File: src/rtl/mem_arbiter_if.sv
// Bus bundle for mem_arbiter: fetch requester, data requester and the shared memory port.
// master = arbiter side, slave = requesters/memory side.
interface mem_arbiter_if #(
    parameter int AWIDTH = 32,
    parameter int DWIDTH = 32
);
    logic              ma_i_if_syn;
    logic [AWIDTH-1:0] ma_i_if_addr;
    logic              ma_i_if_flush;
    logic              ma_o_if_ack;
    logic [DWIDTH-1:0] ma_o_if_rdata;
    logic              ma_o_if_stall;

    logic              ma_i_ds_syn;
    logic              ma_i_ds_we;
    logic [AWIDTH-1:0] ma_i_ds_addr;
    logic [DWIDTH-1:0] ma_i_ds_wdata;
    logic              ma_o_ds_ack;
    logic [DWIDTH-1:0] ma_o_ds_rdata;

    logic              ma_o_mem_syn;
    logic              ma_o_mem_we;
    logic [AWIDTH-1:0] ma_o_mem_addr;
    logic [DWIDTH-1:0] ma_o_mem_wdata;
    logic              ma_i_mem_ack;
    logic [DWIDTH-1:0] ma_i_mem_rdata;

    modport master (
        input  ma_i_if_syn, ma_i_if_addr, ma_i_if_flush,
        output ma_o_if_ack, ma_o_if_rdata, ma_o_if_stall,
        input  ma_i_ds_syn, ma_i_ds_we, ma_i_ds_addr, ma_i_ds_wdata,
        output ma_o_ds_ack, ma_o_ds_rdata,
        output ma_o_mem_syn, ma_o_mem_we, ma_o_mem_addr, ma_o_mem_wdata,
        input  ma_i_mem_ack, ma_i_mem_rdata
    );

    modport slave (
        output ma_i_if_syn, ma_i_if_addr, ma_i_if_flush,
        input  ma_o_if_ack, ma_o_if_rdata, ma_o_if_stall,
        output ma_i_ds_syn, ma_i_ds_we, ma_i_ds_addr, ma_i_ds_wdata,
        input  ma_o_ds_ack, ma_o_ds_rdata,
        input  ma_o_mem_syn, ma_o_mem_we, ma_o_mem_addr, ma_o_mem_wdata,
        output ma_i_mem_ack, ma_i_mem_rdata
    );
endinterface

File: src/rtl/mem_arbiter.sv
// Fetch/data arbiter for a single syn/ack memory port. Define ROUND_ROBIN_EN for
// alternating tie-break; otherwise data always wins a tie.
module mem_arbiter #(
    parameter int AWIDTH = 32,
    parameter int DWIDTH = 32
) (
    input logic           ma_clk,
    input logic           ma_rst,
    mem_arbiter_if.master bus
);
    typedef enum logic [1:0] {IDLE, GRANT_I, GRANT_D} state_t;

    state_t state, state_next;

    logic              mem_syn;
    logic              mem_we;
    logic [AWIDTH-1:0] mem_addr;
    logic [DWIDTH-1:0] mem_wdata;
    logic              if_ack;
    logic              ds_ack;
    logic [DWIDTH-1:0] if_rdata;
    logic [DWIDTH-1:0] ds_rdata;
    logic              drop;
    logic              if_req;
    logic              ds_req;
    logic              pick_d;

    // A requester whose ack is showing this cycle still holds syn for the
    // transaction just finished; masking it here prevents a duplicate grant.
    assign if_req = bus.ma_i_if_syn & ~if_ack;
    assign ds_req = bus.ma_i_ds_syn & ~ds_ack;

`ifdef ROUND_ROBIN_EN
    logic last_d;

    assign pick_d = ds_req & (~if_req | ~last_d);

    always_ff @(posedge ma_clk) begin
        if (ma_rst) begin
            last_d <= 1'b1;
        end else if (state == IDLE) begin
            if (pick_d) begin
                last_d <= 1'b1;
            end else if (if_req) begin
                last_d <= 1'b0;
            end
        end
    end
`else
    assign pick_d = ds_req;
`endif

    always_ff @(posedge ma_clk) begin
        if (ma_rst) begin
            state <= IDLE;
        end else begin
            state <= state_next;
        end
    end

    always_comb begin
        state_next = state;
        case (state)
            IDLE: begin
                if (pick_d) begin
                    state_next = GRANT_D;
                end else if (if_req) begin
                    state_next = GRANT_I;
                end
            end
            GRANT_I: begin
                if (bus.ma_i_mem_ack) begin
                    state_next = IDLE;
                end
            end
            GRANT_D: begin
                if (bus.ma_i_mem_ack) begin
                    state_next = IDLE;
                end
            end
            default: state_next = IDLE;
        endcase
    end

    always_ff @(posedge ma_clk) begin
        if (ma_rst) begin
            mem_syn   <= 1'b0;
            mem_we    <= 1'b0;
            mem_addr  <= '0;
            mem_wdata <= '0;
            if_ack    <= 1'b0;
            ds_ack    <= 1'b0;
            if_rdata  <= '0;
            ds_rdata  <= '0;
            drop      <= 1'b0;
        end else begin
            if_ack <= 1'b0;
            ds_ack <= 1'b0;
            case (state)
                IDLE: begin
                    drop <= 1'b0;
                    if (pick_d) begin
                        mem_syn   <= 1'b1;
                        mem_we    <= bus.ma_i_ds_we;
                        mem_addr  <= bus.ma_i_ds_addr;
                        mem_wdata <= bus.ma_i_ds_wdata;
                    end else if (if_req) begin
                        mem_syn  <= 1'b1;
                        mem_we   <= 1'b0;
                        mem_addr <= bus.ma_i_if_addr;
                    end
                end
                GRANT_I: begin
                    if (bus.ma_i_mem_ack) begin
                        mem_syn <= 1'b0;
                        // A flush in the completing cycle also discards the result.
                        if (!(drop || bus.ma_i_if_flush)) begin
                            if_ack   <= 1'b1;
                            if_rdata <= bus.ma_i_mem_rdata;
                        end
                    end else if (bus.ma_i_if_flush) begin
                        drop <= 1'b1;
                    end
                end
                GRANT_D: begin
                    if (bus.ma_i_mem_ack) begin
                        mem_syn <= 1'b0;
                        mem_we  <= 1'b0;
                        ds_ack  <= 1'b1;
                        if (!mem_we) begin
                            ds_rdata <= bus.ma_i_mem_rdata;
                        end
                    end
                end
                default: begin
                    mem_syn <= 1'b0;
                    mem_we  <= 1'b0;
                end
            endcase
        end
    end

    assign bus.ma_o_mem_syn   = mem_syn;
    assign bus.ma_o_mem_we    = mem_we;
    assign bus.ma_o_mem_addr  = mem_addr;
    assign bus.ma_o_mem_wdata = mem_wdata;
    assign bus.ma_o_if_ack    = if_ack;
    assign bus.ma_o_if_rdata  = if_rdata;
    assign bus.ma_o_ds_ack    = ds_ack;
    assign bus.ma_o_ds_rdata  = ds_rdata;
    // Gated by reset so the stall output is also low while reset is held.
    assign bus.ma_o_if_stall  = bus.ma_i_if_syn & ~if_ack & ~ma_rst;
endmodule
File: src/flat_wrapper.sv
// flat-port wrapper written by rule: the top's interface ports become plain ports
module mem_arbiter_flat 
#(
    parameter int AWIDTH = 32,
    parameter int DWIDTH = 32
)
  (ma_clk, ma_rst, bus_ma_i_if_syn, bus_ma_i_if_addr, bus_ma_i_if_flush, bus_ma_o_if_ack, bus_ma_o_if_rdata, bus_ma_o_if_stall, bus_ma_i_ds_syn, bus_ma_i_ds_we, bus_ma_i_ds_addr, bus_ma_i_ds_wdata, bus_ma_o_ds_ack, bus_ma_o_ds_rdata, bus_ma_o_mem_syn, bus_ma_o_mem_we, bus_ma_o_mem_addr, bus_ma_o_mem_wdata, bus_ma_i_mem_ack, bus_ma_i_mem_rdata);
  mem_arbiter_if #(.AWIDTH(AWIDTH), .DWIDTH(DWIDTH)) bus_i ();
  input logic ma_clk;
  input logic ma_rst;
  input wire logic [$bits(bus_i.ma_i_if_syn)-1:0] bus_ma_i_if_syn;
  input wire logic [$bits(bus_i.ma_i_if_addr)-1:0] bus_ma_i_if_addr;
  input wire logic [$bits(bus_i.ma_i_if_flush)-1:0] bus_ma_i_if_flush;
  output wire logic [$bits(bus_i.ma_o_if_ack)-1:0] bus_ma_o_if_ack;
  output wire logic [$bits(bus_i.ma_o_if_rdata)-1:0] bus_ma_o_if_rdata;
  output wire logic [$bits(bus_i.ma_o_if_stall)-1:0] bus_ma_o_if_stall;
  input wire logic [$bits(bus_i.ma_i_ds_syn)-1:0] bus_ma_i_ds_syn;
  input wire logic [$bits(bus_i.ma_i_ds_we)-1:0] bus_ma_i_ds_we;
  input wire logic [$bits(bus_i.ma_i_ds_addr)-1:0] bus_ma_i_ds_addr;
  input wire logic [$bits(bus_i.ma_i_ds_wdata)-1:0] bus_ma_i_ds_wdata;
  output wire logic [$bits(bus_i.ma_o_ds_ack)-1:0] bus_ma_o_ds_ack;
  output wire logic [$bits(bus_i.ma_o_ds_rdata)-1:0] bus_ma_o_ds_rdata;
  output wire logic [$bits(bus_i.ma_o_mem_syn)-1:0] bus_ma_o_mem_syn;
  output wire logic [$bits(bus_i.ma_o_mem_we)-1:0] bus_ma_o_mem_we;
  output wire logic [$bits(bus_i.ma_o_mem_addr)-1:0] bus_ma_o_mem_addr;
  output wire logic [$bits(bus_i.ma_o_mem_wdata)-1:0] bus_ma_o_mem_wdata;
  input wire logic [$bits(bus_i.ma_i_mem_ack)-1:0] bus_ma_i_mem_ack;
  input wire logic [$bits(bus_i.ma_i_mem_rdata)-1:0] bus_ma_i_mem_rdata;
  assign bus_i.ma_i_if_syn = bus_ma_i_if_syn;
  assign bus_i.ma_i_if_addr = bus_ma_i_if_addr;
  assign bus_i.ma_i_if_flush = bus_ma_i_if_flush;
  assign bus_ma_o_if_ack = bus_i.ma_o_if_ack;
  assign bus_ma_o_if_rdata = bus_i.ma_o_if_rdata;
  assign bus_ma_o_if_stall = bus_i.ma_o_if_stall;
  assign bus_i.ma_i_ds_syn = bus_ma_i_ds_syn;
  assign bus_i.ma_i_ds_we = bus_ma_i_ds_we;
  assign bus_i.ma_i_ds_addr = bus_ma_i_ds_addr;
  assign bus_i.ma_i_ds_wdata = bus_ma_i_ds_wdata;
  assign bus_ma_o_ds_ack = bus_i.ma_o_ds_ack;
  assign bus_ma_o_ds_rdata = bus_i.ma_o_ds_rdata;
  assign bus_ma_o_mem_syn = bus_i.ma_o_mem_syn;
  assign bus_ma_o_mem_we = bus_i.ma_o_mem_we;
  assign bus_ma_o_mem_addr = bus_i.ma_o_mem_addr;
  assign bus_ma_o_mem_wdata = bus_i.ma_o_mem_wdata;
  assign bus_i.ma_i_mem_ack = bus_ma_i_mem_ack;
  assign bus_i.ma_i_mem_rdata = bus_ma_i_mem_rdata;
  mem_arbiter #(.AWIDTH(AWIDTH), .DWIDTH(DWIDTH)) u_core (.ma_clk(ma_clk), .ma_rst(ma_rst), .bus(bus_i));
endmodule
File: config.mk
export PLATFORM = sky130hd
export DESIGN_NAME = mem_arbiter_flat
export DESIGN_NICKNAME = d
export VERILOG_FILES = /design/src/rtl/mem_arbiter_if.sv /design/src/rtl/mem_arbiter.sv /design/src/flat_wrapper.sv
export SDC_FILE = /design/constraint.sdc
export NUM_CORES = 1
export LEC_CHECK = 0
export ABC_AREA = 1
export BUFFER_PORTS_ARGS = -buffer_cell sky130_fd_sc_hd__clkbuf_2
export CAP_MARGIN = 15
export CORE_MARGIN = 5
export CORE_UTILIZATION = 45
export DETAILED_ROUTE_END_ITERATION = 7
export PLACE_DENSITY = 0.87
export RECOVER_POWER = 100
export SYNTH_ARGS = -nofsm -noshare
export SYNTH_HDL_FRONTEND = slang
export SYNTH_SLANG_ARGS = --single-unit
File: constraint.sdc
create_clock -name ma_clk -period 1.6 [get_ports ma_clk]
set_input_delay 0.08 -clock ma_clk [delete_from_list [all_inputs] [get_ports ma_clk]]
set_output_delay 0.08 -clock ma_clk [all_outputs]
set_load 0.005 [all_outputs]
## Word-level counts from Yosys, hierarchy flattened

Cells that the tools add are included.

- Reductions and logical operators: 14
- Bitwise logic cells: 11
- Multiplexer cells: 18
- Equality and inequality tests: 7

Operator list:

| kind | count |
|---|---|
| 32-bit two-way mux | 2 |
| 3-bit AND reduction | 4 |
| 1-bit two-way mux | 9 |
| 1-bit inverter | 8 |
| 2-bit two-way mux | 3 |
| 2-bit != test, second input constant | 3 |
| 2-bit AND reduction | 3 |
| 1-bit one-hot mux with 2 select lines | 2 |
| 2-bit one-hot mux with 2 select lines | 1 |
| 2-bit nonzero test | 2 |
| 2-bit OR reduction | 2 |
| 1-bit bitwise AND | 3 |
| 3-bit by 1-bit != test with 1-bit output, second input constant | 1 |
| 1-bit one-hot mux with 3 select lines | 1 |
| 3-bit OR reduction | 1 |
| 2-bit by 1-bit equality test with 1-bit output, second input constant | 1 |
| 2-bit equality test, second input constant | 1 |
| 2-bit zero test | 1 |
| 2-bit by 1-bit != test with 1-bit output, second input constant | 1 |
| 1-bit logical OR | 1 |

- Logic and storage cells: 60
- Flip-flop bits (word level): 135
- Output and inout port bits: 133
- Input bits: 135

## Logic depth before layout (Yosys ltp)

Gate-level depths: netlist of the first run.

- Depth after elaboration: 5
- Gate-level depth with buffers: 9
- Gate-level depth less buffers: 8

## Least setup slack after synthesis of the first run

Ideal clock, no wire load.

- Path kind: flip-flop to flip-flop
- Start: reg u_core.state[0]
- End: reg u_core.ds_rdata[0] (netlist: u_core.bus.ma_o_ds_rdata[0])
- Stages on the path, launching flop included: 9
- Path buffers: 1
- Required time: 1.484 ns
- Path slack: 0.281 ns
- Arrival: 1.204 ns
- Path through: dfxtp_1 > inv_1 > ha_1 > nand2_1 > nor2_1 > inv_1 > buf_2 > nor2_1 > nor2_1

- Word-level cells in the longest chain between the ends: 2

Ends and longest elaborated chain:

| element | line | source |
|---|---|---|
| start, declared | mem_arbiter.sv:13 | `state_t state, state_next;` |
| start signal, assigned | mem_arbiter.sv:57 | `state <= state_next;` |
| 2-bit equality test | mem_arbiter.sv:99 | `case (state)` |
| 3-bit AND reduction (no line) | - |  |
| end signal, assigned | mem_arbiter.sv:131 | `ds_rdata <= bus.ma_i_mem_rdata;` |
| end, declared | mem_arbiter.sv:22 | `logic [DWIDTH-1:0] ds_rdata;` |

No other way between the ends.
A chain may end at the register's enable or synchronous reset.

## Worst setup path after layout of the first run

- Start: reg u_core.state[0]
- End: reg u_core.ds_rdata[9] (netlist: u_core.bus.ma_o_ds_rdata[9])

Same word-level chain as after synthesis.

==> results of run 1 <==
[layer usage]
metal / vias to the layer above / wire (microns)
met5: - / 0
met4: 0 / 588
met3: 57 / 1880
met2: 324 / 8940
met1: 2677 / 6750
li1: 2932 / -
[layout by cell type, fill, tap and decap left out, types with 2 or more instances in the layout]
cell type / count
buf_4: 3
o21ai_1: 14
inv_6: 4
nand2_1: 108
dfxtp_1: 135
a21oi_1: 6
bufinv_16: 5
buf_12: 5
nor2_2: 2
dlygate4sd3_1: 89
clkbuf_1: 109
clkinvlp_4: 2
nand2_4: 2
buf_1: 2
buf_6: 3
clkbuf_4: 2
ha_1: 2
nor2_1: 262
o21ai_0: 116
clkbuf_16: 17
inv_1: 8
nand3_1: 4
clkbuf_2: 158
inv_2: 4
[logic make-up after synthesis]
| logic type | Yosys count | share of synthesized area (%) |
|---|---|---|
| DFF | 135 | 52.8 |
| adders and majority gates | 3 | 0.733 |
| and+or+nand+nor | 379 | 28.3 |
| AOI/OAI and AO/OA | 136 | 13.3 |
| buffers and inverters | 56 | 4.94 |
[critical path, stage by stage, from the launching register on]
cell	delay, ps
dfxtp_1	310
inv_1	100
ha_1	190
nand2_1	90
nor2_2	140
inv_1	70
buf_6	180
nor2_1	190
nor2_1	80
[cell usage after synthesis]
cell / number
a21oi_1: 6
buf_1: 3
buf_2: 16
buf_4: 6
clkbuf_1: 19
dfxtp_1: 135
ha_1: 3
inv_1: 8
inv_2: 4
nand2_1: 108
nand2_2: 1
nand2_4: 2
nand3_1: 4
nor2_1: 263
nor2_2: 1
o21ai_0: 97
o21ai_1: 33
[stage by stage]
stage / util, % / std cells / instance area (sq um)
after floorplan: - / 709 / 5120
after global placement: 58.8 / 1089 / 6620
after detailed placement: 58.8 / 1089 / 6620
after CTS: 72.5 / 1210 / 8170
after global routing: 71.2 / 1210 / 8020
final: 71.2 / 1210 / 8020
[state kept, by name (all words and copies together) (netlist names)]
register and count:
u_core.bus.ma_o_ds_rdata 32, u_core.bus.ma_o_if_rdata 32, u_core.bus.ma_o_mem_addr 32, u_core.bus.ma_o_mem_wdata 32, u_core.state 2, u_core.bus.ma_o_ds_ack 1
u_core.bus.ma_o_if_ack 1, u_core.bus.ma_o_mem_syn 1, u_core.bus.ma_o_mem_we 1, u_core.drop 1
[power by group through the flow]
stage | Combinational (W) | Sequential [W] | Clock [W]
CTS | 0.00198 | 0.00397 | 0.00439
global placement | 0.00175 | 0.00402 | 0
detailed placement | 0.00179 | 0.00404 | 0
finish | 0.00191 | 0.00398 | 0.00434
floorplan | 0.000893 | 0.00405 | 0
global route | 0.00214 | 0.00402 | 0.00455
[worst max path at each step]
stage | to | slack (ps) | depth (start not counted)
6_report | u_core.bus.ma_o_ds_rdata[9] | 140 | 8
2_1_floorplan | u_core.bus.ma_o_ds_rdata[0] | 280 | 8
3_5_place_dp | u_core.bus.ma_o_mem_wdata[9] | 180 | 7
5_1_grt | u_core.bus.ma_o_mem_addr[25] | 20 | 8
4_1_cts | u_core.bus.ma_o_mem_wdata[9] | 140 | 7
3_3_place_gp | u_core.state[1] | 220 | 7
[final cells by class]
type	instances	area [sq um]	area share (%)
flip-flops and latches	135	2700	33.7
repair buffers	370	2270	28.2
multi-input cells	518	2170	27.1
clock buffers	19	443	5.52
clock inverters	13	216	2.70
well taps	143	179	2.23
inverters	12	45.0	0.561
[what timing repair did]
| action | 4_1_cts | 5_1_grt |
|---|---|---|
| hold buffers | 89 | 0 |
| resized for setup | 0 | 2 |
| setup endpoints to repair | 0 | 4 |
| hold endpoints to repair | 113 | 0 |
==> flow_metrics.env, run 1 <==
export IMPL_dp_hpwl_microns=11200
export IMPL_power_internal_w=0.00742
export IMPL_routedWlPerCell_microns=15.0
export IMPL_max_freq_mhz=685
export IMPL_p_clk_share_pct=42.4
export IMPL_ios=268
export IMPL_yosysWarnings=0
export IMPL_die_h_microns=117
export IMPL_power_w=0.0102
export IMPL_maxCapViolations=0
export IMPL_place_ws_ps=183
export IMPL_cts_setup_buffers=0
export IMPL_nets=1192
export IMPL_rows=39
export IMPL_htree_levels=4
export IMPL_place_gp_congestion=0.793
export IMPL_fin_ws_ps=141
export IMPL_avgSynthCellArea_sq_um=7.22
export IMPL_grtUsageMet2_pct=44.3
export IMPL_seq_area_frac_synth_pct=52.8
export IMPL_crit_start="u_core.state[0]"
export IMPL_ir_drop_mv=0.731
export IMPL_vias=5990
export IMPL_grt_ovfl_total=0
export IMPL_met1_usage_pct=29.2
export IMPL_criticalPathCategory="register to register"
export IMPL_synthToLayoutAreaGrowth_pct=56.7
export IMPL_min_to="u_core.bus.ma_o_mem_addr[18]"
export IMPL_synth_area_top_cells="dfxtp_1 (53%), nor2_1 (19%), o21ai_0 (9.5%)"
export IMPL_synth_distinct_cells=17
export IMPL_synth_largest_area_cell="dfxtp_1"
export IMPL_p_switching_w=0.00282
export IMPL_portBuffers=267
export IMPL_cts_buffer_depth=2
export IMPL_holdPathStages=5
export IMPL_worstPathArrival_ps=1760
export IMPL_grt_util_met3_pct=8.39
export IMPL_end_kind="register"
export IMPL_clk_latency_ps=410
export IMPL_combPwrFrac_pct=18.7
export IMPL_syn_inst=709
export IMPL_cts_root_buffer="clkbuf_16"
export IMPL_clock_sinks=135
export IMPL_path_max_fanout=32
export IMPL_setup_viol=0
export IMPL_initial_core_util_pct=45.4
export IMPL_die_w_microns=117
export IMPL_grt_first_pass_wirelength_microns=28000
export IMPL_antenna_found_initial=0
export IMPL_finalCritPeriodShare_pct=91.2
export IMPL_drt_iter0_drc=447
export IMPL_wirelength_microns=18200
export IMPL_hold_viol=0
export IMPL_cts_buffers=17
export IMPL_synth_top_area_share_pct=52.8
export IMPL_min_period_ps=1460
export IMPL_antenna_diode_count=0
export IMPL_hp_class="input port to register"
export IMPL_p_per_area_nw_per_um2=1280
export IMPL_required_ps=1900
export IMPL_tightest_slew_ps=487
export IMPL_netlist_area_sq_um=5120
export IMPL_ant_nets=0
export IMPL_slew_headroom_pct=67.5
export IMPL_reg2reg_slack_ps=140
export IMPL_rsz0062_at_grt="false"
export IMPL_die_area_sq_um=13600
export IMPL_via_per_inst=4.95
export IMPL_n_fill_cell=876
export IMPL_grt_start_max_net_pins=72
export IMPL_fin_setup_tns_ps=0
export IMPL_r2r_start="u_core.state[0]"
export IMPL_drc_errors=0
export IMPL_rr_worst_depth=8
export IMPL_grt_most_used_layer="met2"
export IMPL_skew_ps=8.19
export IMPL_clk_pin_slew_worst_paths_ps=60
export IMPL_core_sq_um=11300
export IMPL_p_seq_share_pct=38.9
export IMPL_maxSlewViolCount=0
export IMPL_worstSetupStartpointType="register"
export IMPL_swShare_pct=27.5
export IMPL_whs_ps=9.40
export IMPL_layout_drive_gt1_share_pct=19.9
export IMPL_hp_start="bus_ma_i_if_addr[18]"
export IMPL_synth_seq_cells=135
export IMPL_status="completed"
export IMPL_synth_fp_nets=847
export IMPL_grt_util_all_layers_pct=25.9
export IMPL_grt_pass1_vias=5796
export IMPL_drtPass1Iterations=5
export IMPL_leakage_nw=3.79
export IMPL_rr_endpoint="u_core.bus.ma_o_ds_rdata[9]"
export IMPL_cts_tree="yes"
(Power assumes the default switching activity.)
==> inputs of run 2 (changes only) <==
--- a/config.mk
+++ b/config.mk
@@ -11,6 +11,7 @@
 export CORE_MARGIN = 5
 export CORE_UTILIZATION = 45
 export DETAILED_ROUTE_END_ITERATION = 7
+export MAX_ROUTING_LAYER = met4
 export PLACE_DENSITY = 0.87
 export RECOVER_POWER = 100
 export SYNTH_ARGS = -nofsm -noshare
==> flow_metrics.env, run 2 (same netlist as run 1, synthesis figures left out) <==
export IMPL_clock_sinks=135
export IMPL_path_max_fanout=10
export IMPL_routedWlPerCell_microns=15.0
export IMPL_holdPathStages=5
export IMPL_rr_worst_depth=7
export IMPL_slew_headroom_pct=67.5
export IMPL_finalCritPeriodShare_pct=90.4
export IMPL_htree_levels=4
export IMPL_end_kind="register"
export IMPL_layout_drive_gt1_share_pct=20.0
export IMPL_grt_pass1_vias=5803
export IMPL_min_period_ps=1450
export IMPL_hold_viol=0
export IMPL_ir_drop_mv=0.730
export IMPL_hp_class="input port to register"
export IMPL_dp_hpwl_microns=11200
export IMPL_reg2reg_slack_ps=150
export IMPL_final_cell_mix="nor2_1 (262), clkbuf_2 (158), dfxtp_1 (135)"
export IMPL_rr_endpoint="u_core.bus.ma_o_mem_wdata[1]"
export IMPL_via_per_inst=4.93
export IMPL_status="completed"
export IMPL_maxCapViolations=0
export IMPL_core_sq_um=11300
export IMPL_min_to="u_core.bus.ma_o_mem_addr[18]"
export IMPL_drt_iter0_drc=431
export IMPL_max_freq_mhz=691
export IMPL_criticalPathCategory="register to register"
export IMPL_cts_root_buffer="clkbuf_16"
export IMPL_maxSlewViolCount=0
export IMPL_rsz0062_at_grt="false"
export IMPL_skew_ps=9.36
export IMPL_cts_buffer_depth=2
export IMPL_p_per_area_nw_per_um2=1280
export IMPL_clk_pin_slew_worst_paths_ps=60
export IMPL_synthToLayoutAreaGrowth_pct=56.7
export IMPL_ios=268
export IMPL_nets=1192
export IMPL_r2r_start="u_core.state[0]"
export IMPL_grt_start_max_net_pins=72
export IMPL_worstSetupStartpointType="register"
export IMPL_portBuffers=267
export IMPL_vias=5970
export IMPL_setup_viol=0
export IMPL_antenna_found_initial=0
export IMPL_fin_setup_tns_ps=0
export IMPL_die_h_microns=117
export IMPL_required_ps=1940
export IMPL_wirelength_microns=18100
export IMPL_rows=39
export IMPL_cts_tree="yes"
export IMPL_ant_nets=0
export IMPL_die_area_sq_um=13600
export IMPL_grt_util_all_layers_pct=26.7
export IMPL_cts_buffers=17
export IMPL_drtPass1Iterations=5
export IMPL_hp_start="bus_ma_i_if_addr[18]"
export IMPL_initial_core_util_pct=45.4
export IMPL_place_gp_congestion=0.804
export IMPL_grt_first_pass_wirelength_microns=28000
export IMPL_leakage_nw=3.79
export IMPL_drc_errors=0
export IMPL_tightest_slew_ps=487
export IMPL_cts_setup_buffers=0
export IMPL_worstPathArrival_ps=1780
export IMPL_antenna_diode_count=0
export IMPL_die_w_microns=117
export IMPL_layout_commonest_cell="nor2_1"
export IMPL_clk_latency_ps=410
export IMPL_fin_ws_ps=153
export IMPL_grt_ovfl_total=0
export IMPL_place_ws_ps=183
[run 2: cell count changes in the layout (fill, tap and decap cells not counted)]
cell	previous run	this run
buf_4	3	4
inv_2	4	5
o21ai_1	14	8
inv_1	8	7
o21ai_0	116	122
clkbuf_4	2	1
[run 2: final cells by class]
cell class                      count  area [sq um]
Tap cell                          143           179
Clock inverter                     13           216
Timing Repair Buffer              370          2270
Multi-Input combinational cell    518          2170
Inverter                           12          45.0
Sequential cell                   135          2700
Fill cell                         876          3250
Clock buffer                       19           443
[run 2: repair_timing]
action	4_1_cts	5_1_grt
endpoints found under the hold margin	113	0
gates resized for setup	0	2
endpoints found under the setup margin	0	4
hold buffers	89	0
[run 2: worst max-delay path by stage]
stage                    start                            to  depth (start not counted)
2_1_floorplan  u_core.state[0]   u_core.bus.ma_o_ds_rdata[0]                          8
3_3_place_gp   u_core.state[0]               u_core.state[1]                          7
3_5_place_dp   u_core.state[0]  u_core.bus.ma_o_mem_wdata[9]                          7
4_1_cts        u_core.state[0]  u_core.bus.ma_o_mem_wdata[9]                          7
5_1_grt        u_core.state[1]  u_core.bus.ma_o_mem_addr[25]                          8
6_report       u_core.state[0]  u_core.bus.ma_o_mem_wdata[1]                          7
[run 2: worst max-delay path, cell delays in order (launching register included)]
cell	delay, ps
dfxtp_1	310
inv_1	100
ha_2	240
inv_2	70
nor2_2	210
buf_4	210
o21ai_0	100
nor2_1	140
[run 2: where the power goes]
group | internal, W | switching (W) | total (W)
Clock | 0.00284 | 0.00151 | 0.00435
Combinational | 0.000814 | 0.00109 | 0.00191
Sequential | 0.00377 | 0.000212 | 0.00398
[run 2: layer usage]
layer	track usage [%]	up-vias	wire (microns)
met5	-	-	0
met4	12.9	0	579
met3	6.58	55	1700
met2	44.1	313	8910
met1	30.2	2672	6960
li1	-	2930	-
[run 2: stage by stage]
step,util (%),instance area [sq um],std cells,power (W),hold WS (ps)
finish,71.2,8020,1210,0.0102,9.36
global route,71.2,8020,1210,0.0107,29.4
CTS,72.5,8170,1210,0.0103,0.400
detailed placement,58.8,6620,1089,0.00583,309
global placement,58.8,6620,1089,0.00577,302
floorplan,-,5120,709,0.00495,149
==> inputs of run 3 (changes only) <==
--- a/config.mk
+++ b/config.mk
@@ -11,6 +11,7 @@
 export CORE_MARGIN = 5
 export CORE_UTILIZATION = 45
 export DETAILED_ROUTE_END_ITERATION = 7
+export GPL_TIMING_DRIVEN = 0
 export MAX_ROUTING_LAYER = met4
 export PLACE_DENSITY = 0.87
 export RECOVER_POWER = 100
==> constraint.sdc (replaced) <==
create_clock -name ma_clk -period 1.6 [get_ports ma_clk]
set_input_delay 0.32 -clock ma_clk [delete_from_list [all_inputs] [get_ports ma_clk]]
set_output_delay 0.32 -clock ma_clk [all_outputs]
set_load 0.005 [all_outputs]
==> flow_metrics.env, run 3 (same netlist as run 1, synthesis figures left out) <==
export IMPL_dpl_cell_area_sq_um=6640
export IMPL_clk_latency_ps=410
export IMPL_finalInstanceArea_sq_um=7170
export IMPL_initial_core_util_pct=45.4
export IMPL_via_per_inst=4.78
export IMPL_grt_ovfl_total=0
export IMPL_cts_tree="yes"
export IMPL_worstPathArrival_ps=1790
export IMPL_min_period_ps=1490
export IMPL_grt_util_all_layers_pct=23.6
export IMPL_skew_ps=5.46
export IMPL_die_h_microns=117
export IMPL_layout_drive_gt1_share_pct=23.3
export IMPL_ir_drop_mv=0.998
export IMPL_portBuffers=267
export IMPL_grt_pass1_vias=5192
export IMPL_antenna_found_initial=0
export IMPL_drt_iter0_drc=283
export IMPL_layout_commonest_cell="nor2_1"
export IMPL_cp_num_buf_inv=3
export IMPL_max_freq_mhz=672
export IMPL_grt_first_pass_wirelength_microns=24400
export IMPL_fin_cells=1150
export IMPL_hold_viol=0
export IMPL_synthToLayoutAreaGrowth_pct=40.1
export IMPL_status="completed"
export IMPL_drc_errors=0
export IMPL_dp_cells=1119
export IMPL_crit_slowest_cell="dfxtp_1"
export IMPL_criticalPathCategory="register to register"
export IMPL_nets=1133
export IMPL_critPathMaxStageDelay_ps=410
export IMPL_slew_headroom_pct=64.2
export IMPL_dp_hpwl_microns=12300
export IMPL_cts_buffers=17
export IMPL_htree_levels=4
export IMPL_rows=39
export IMPL_finalCritPeriodShare_pct=93.0
export IMPL_setup_viol=0
export IMPL_routedWlPerCell_microns=14.1
export IMPL_n_fill_cell=1054
export IMPL_end_kind="register"
export IMPL_cts_root_buffer="clkbuf_16"
export IMPL_drtPass1Iterations=4
export IMPL_antenna_diode_count=0
export IMPL_postCtsHoldBufs=0
export IMPL_hp_class="input port to register"
export IMPL_grt_start_max_net_pins=17
export IMPL_cpMostUsedCell="nand2_4"
export IMPL_maxCapViolations=0
export IMPL_clk_pin_slew_worst_paths_ps=60
export IMPL_crit_family="simple AND/OR/NAND/NOR gates"
export IMPL_ios=268
export IMPL_die_area_sq_um=13600
export IMPL_rsz0062_at_grt="false"
export IMPL_worstPathCellList="inv_2 -> nand2_4 -> inv_2 -> nand2_4 -> nand2_4 -> buf_2 -> o21ai_0 -> nor2_1"
export IMPL_core_sq_um=11300
export IMPL_leakage_nw=3.47
export IMPL_vias=5501
export IMPL_ant_nets=0
export IMPL_maxSlewViolCount=0
export IMPL_place_gp_congestion=0.830
export IMPL_worstSetupStartpointType="register"
export IMPL_die_w_microns=117
export IMPL_cts_buffer_depth=2
export IMPL_final_util_pct=63.6
export IMPL_wirelength_microns=16200
export IMPL_final_cell_mix="nor2_1 (262), clkbuf_2 (169), dfxtp_1 (135)"
export IMPL_path_max_fanout=10
export IMPL_required_ps=1900
export IMPL_clock_sinks=135
export IMPL_p_per_area_nw_per_um2=1350
export IMPL_tightest_slew_ps=537
==> run 3: cell count changes in the layout (fill, tap and decap cells not counted), moves of 5 or more <==
cell / before / now
buf_12: 5 / 0
dlygate4sd3_1: 89 / 0
clkbuf_2: 158 / 169
clkbuf_1: 109 / 118
buf_2: 0 / 11
clkbuf_4: 1 / 7
==> run 3: worst paths after layout <==
check | startpoint | to | slack, ps | cells after the start
setup / recovery | u_core.bus.ma_o_ds_ack | u_core.bus.ma_o_mem_addr[13] | 110 | 8
hold / removal | bus_ma_i_ds_wdata[16] | u_core.bus.ma_o_mem_wdata[16] | 130 | 3
setup reg to reg | u_core.bus.ma_o_ds_ack | u_core.bus.ma_o_mem_addr[13] | 110 | 8
hold reg to reg | u_core.bus.ma_o_mem_syn | u_core.bus.ma_o_mem_syn | 460 | 2
==> run 3: cell type report <==
cell class	instances	area, sq um	area share (%)
Sequential cell	135	2700	37.7
Multi-Input combinational cell	518	2200	30.6
Timing Repair Buffer	267	1200	16.8
Clock buffer	24	502	6.99
Buffer	44	229	3.19
Tap cell	143	179	2.49
Clock inverter	7	116	1.62
Inverter	12	45.0	0.628
==> run 3: power breakdown <==
group	switching (W)	internal, W
Clock	0.00138	0.00265
Combinational	0.00103	0.000685
Sequential	0.000205	0.00377
Total	0.00262	0.00710
==> run 3: worst reg2reg max path: stages, from the launching register on <==
cell	delay, ps
dfxtp_1	410
inv_2	60
nand2_4	140
inv_2	130
nand2_4	130
nand2_4	90
buf_2	180
o21ai_0	190
nor2_1	60
==> run 3: per-stage QoR <==
step | hold slack [ps] | setup slack (ps) | power, W | setup TNS (ps)
CTS | 119 | 11.6 | 0.00983 | 0
detailed placement | 452 | -147 | 0.00581 | -3420
global route | 133 | 1.93 | 0.0102 | 0
finish | 133 | 111 | 0.00972 | 0
global placement | 450 | -137 | 0.00576 | -3300
floorplan | 389 | 281 | 0.00495 | 0
==> run 3: timing repair <==
action,4_1_cts,5_1_grt
pin swaps,0,1
setup endpoints to repair,41,106
buffers inserted,0,0
gates resized for setup,5,24
endpoints found under the hold margin,0,0
==> run 3: per-layer routing <==
metal | vias up | track usage, % | wire (microns) | share of wire, %
li1 | 2812 | - | - | -
met1 | 2458 | 25.8 | 6440 | 40
met2 | 200 | 41.2 | 8070 | 50
met3 | 31 | 6.58 | 1340 | 8.3
met4 | 0 | 8.41 | 330 | 2.0
met5 | - | - | 0 | 0
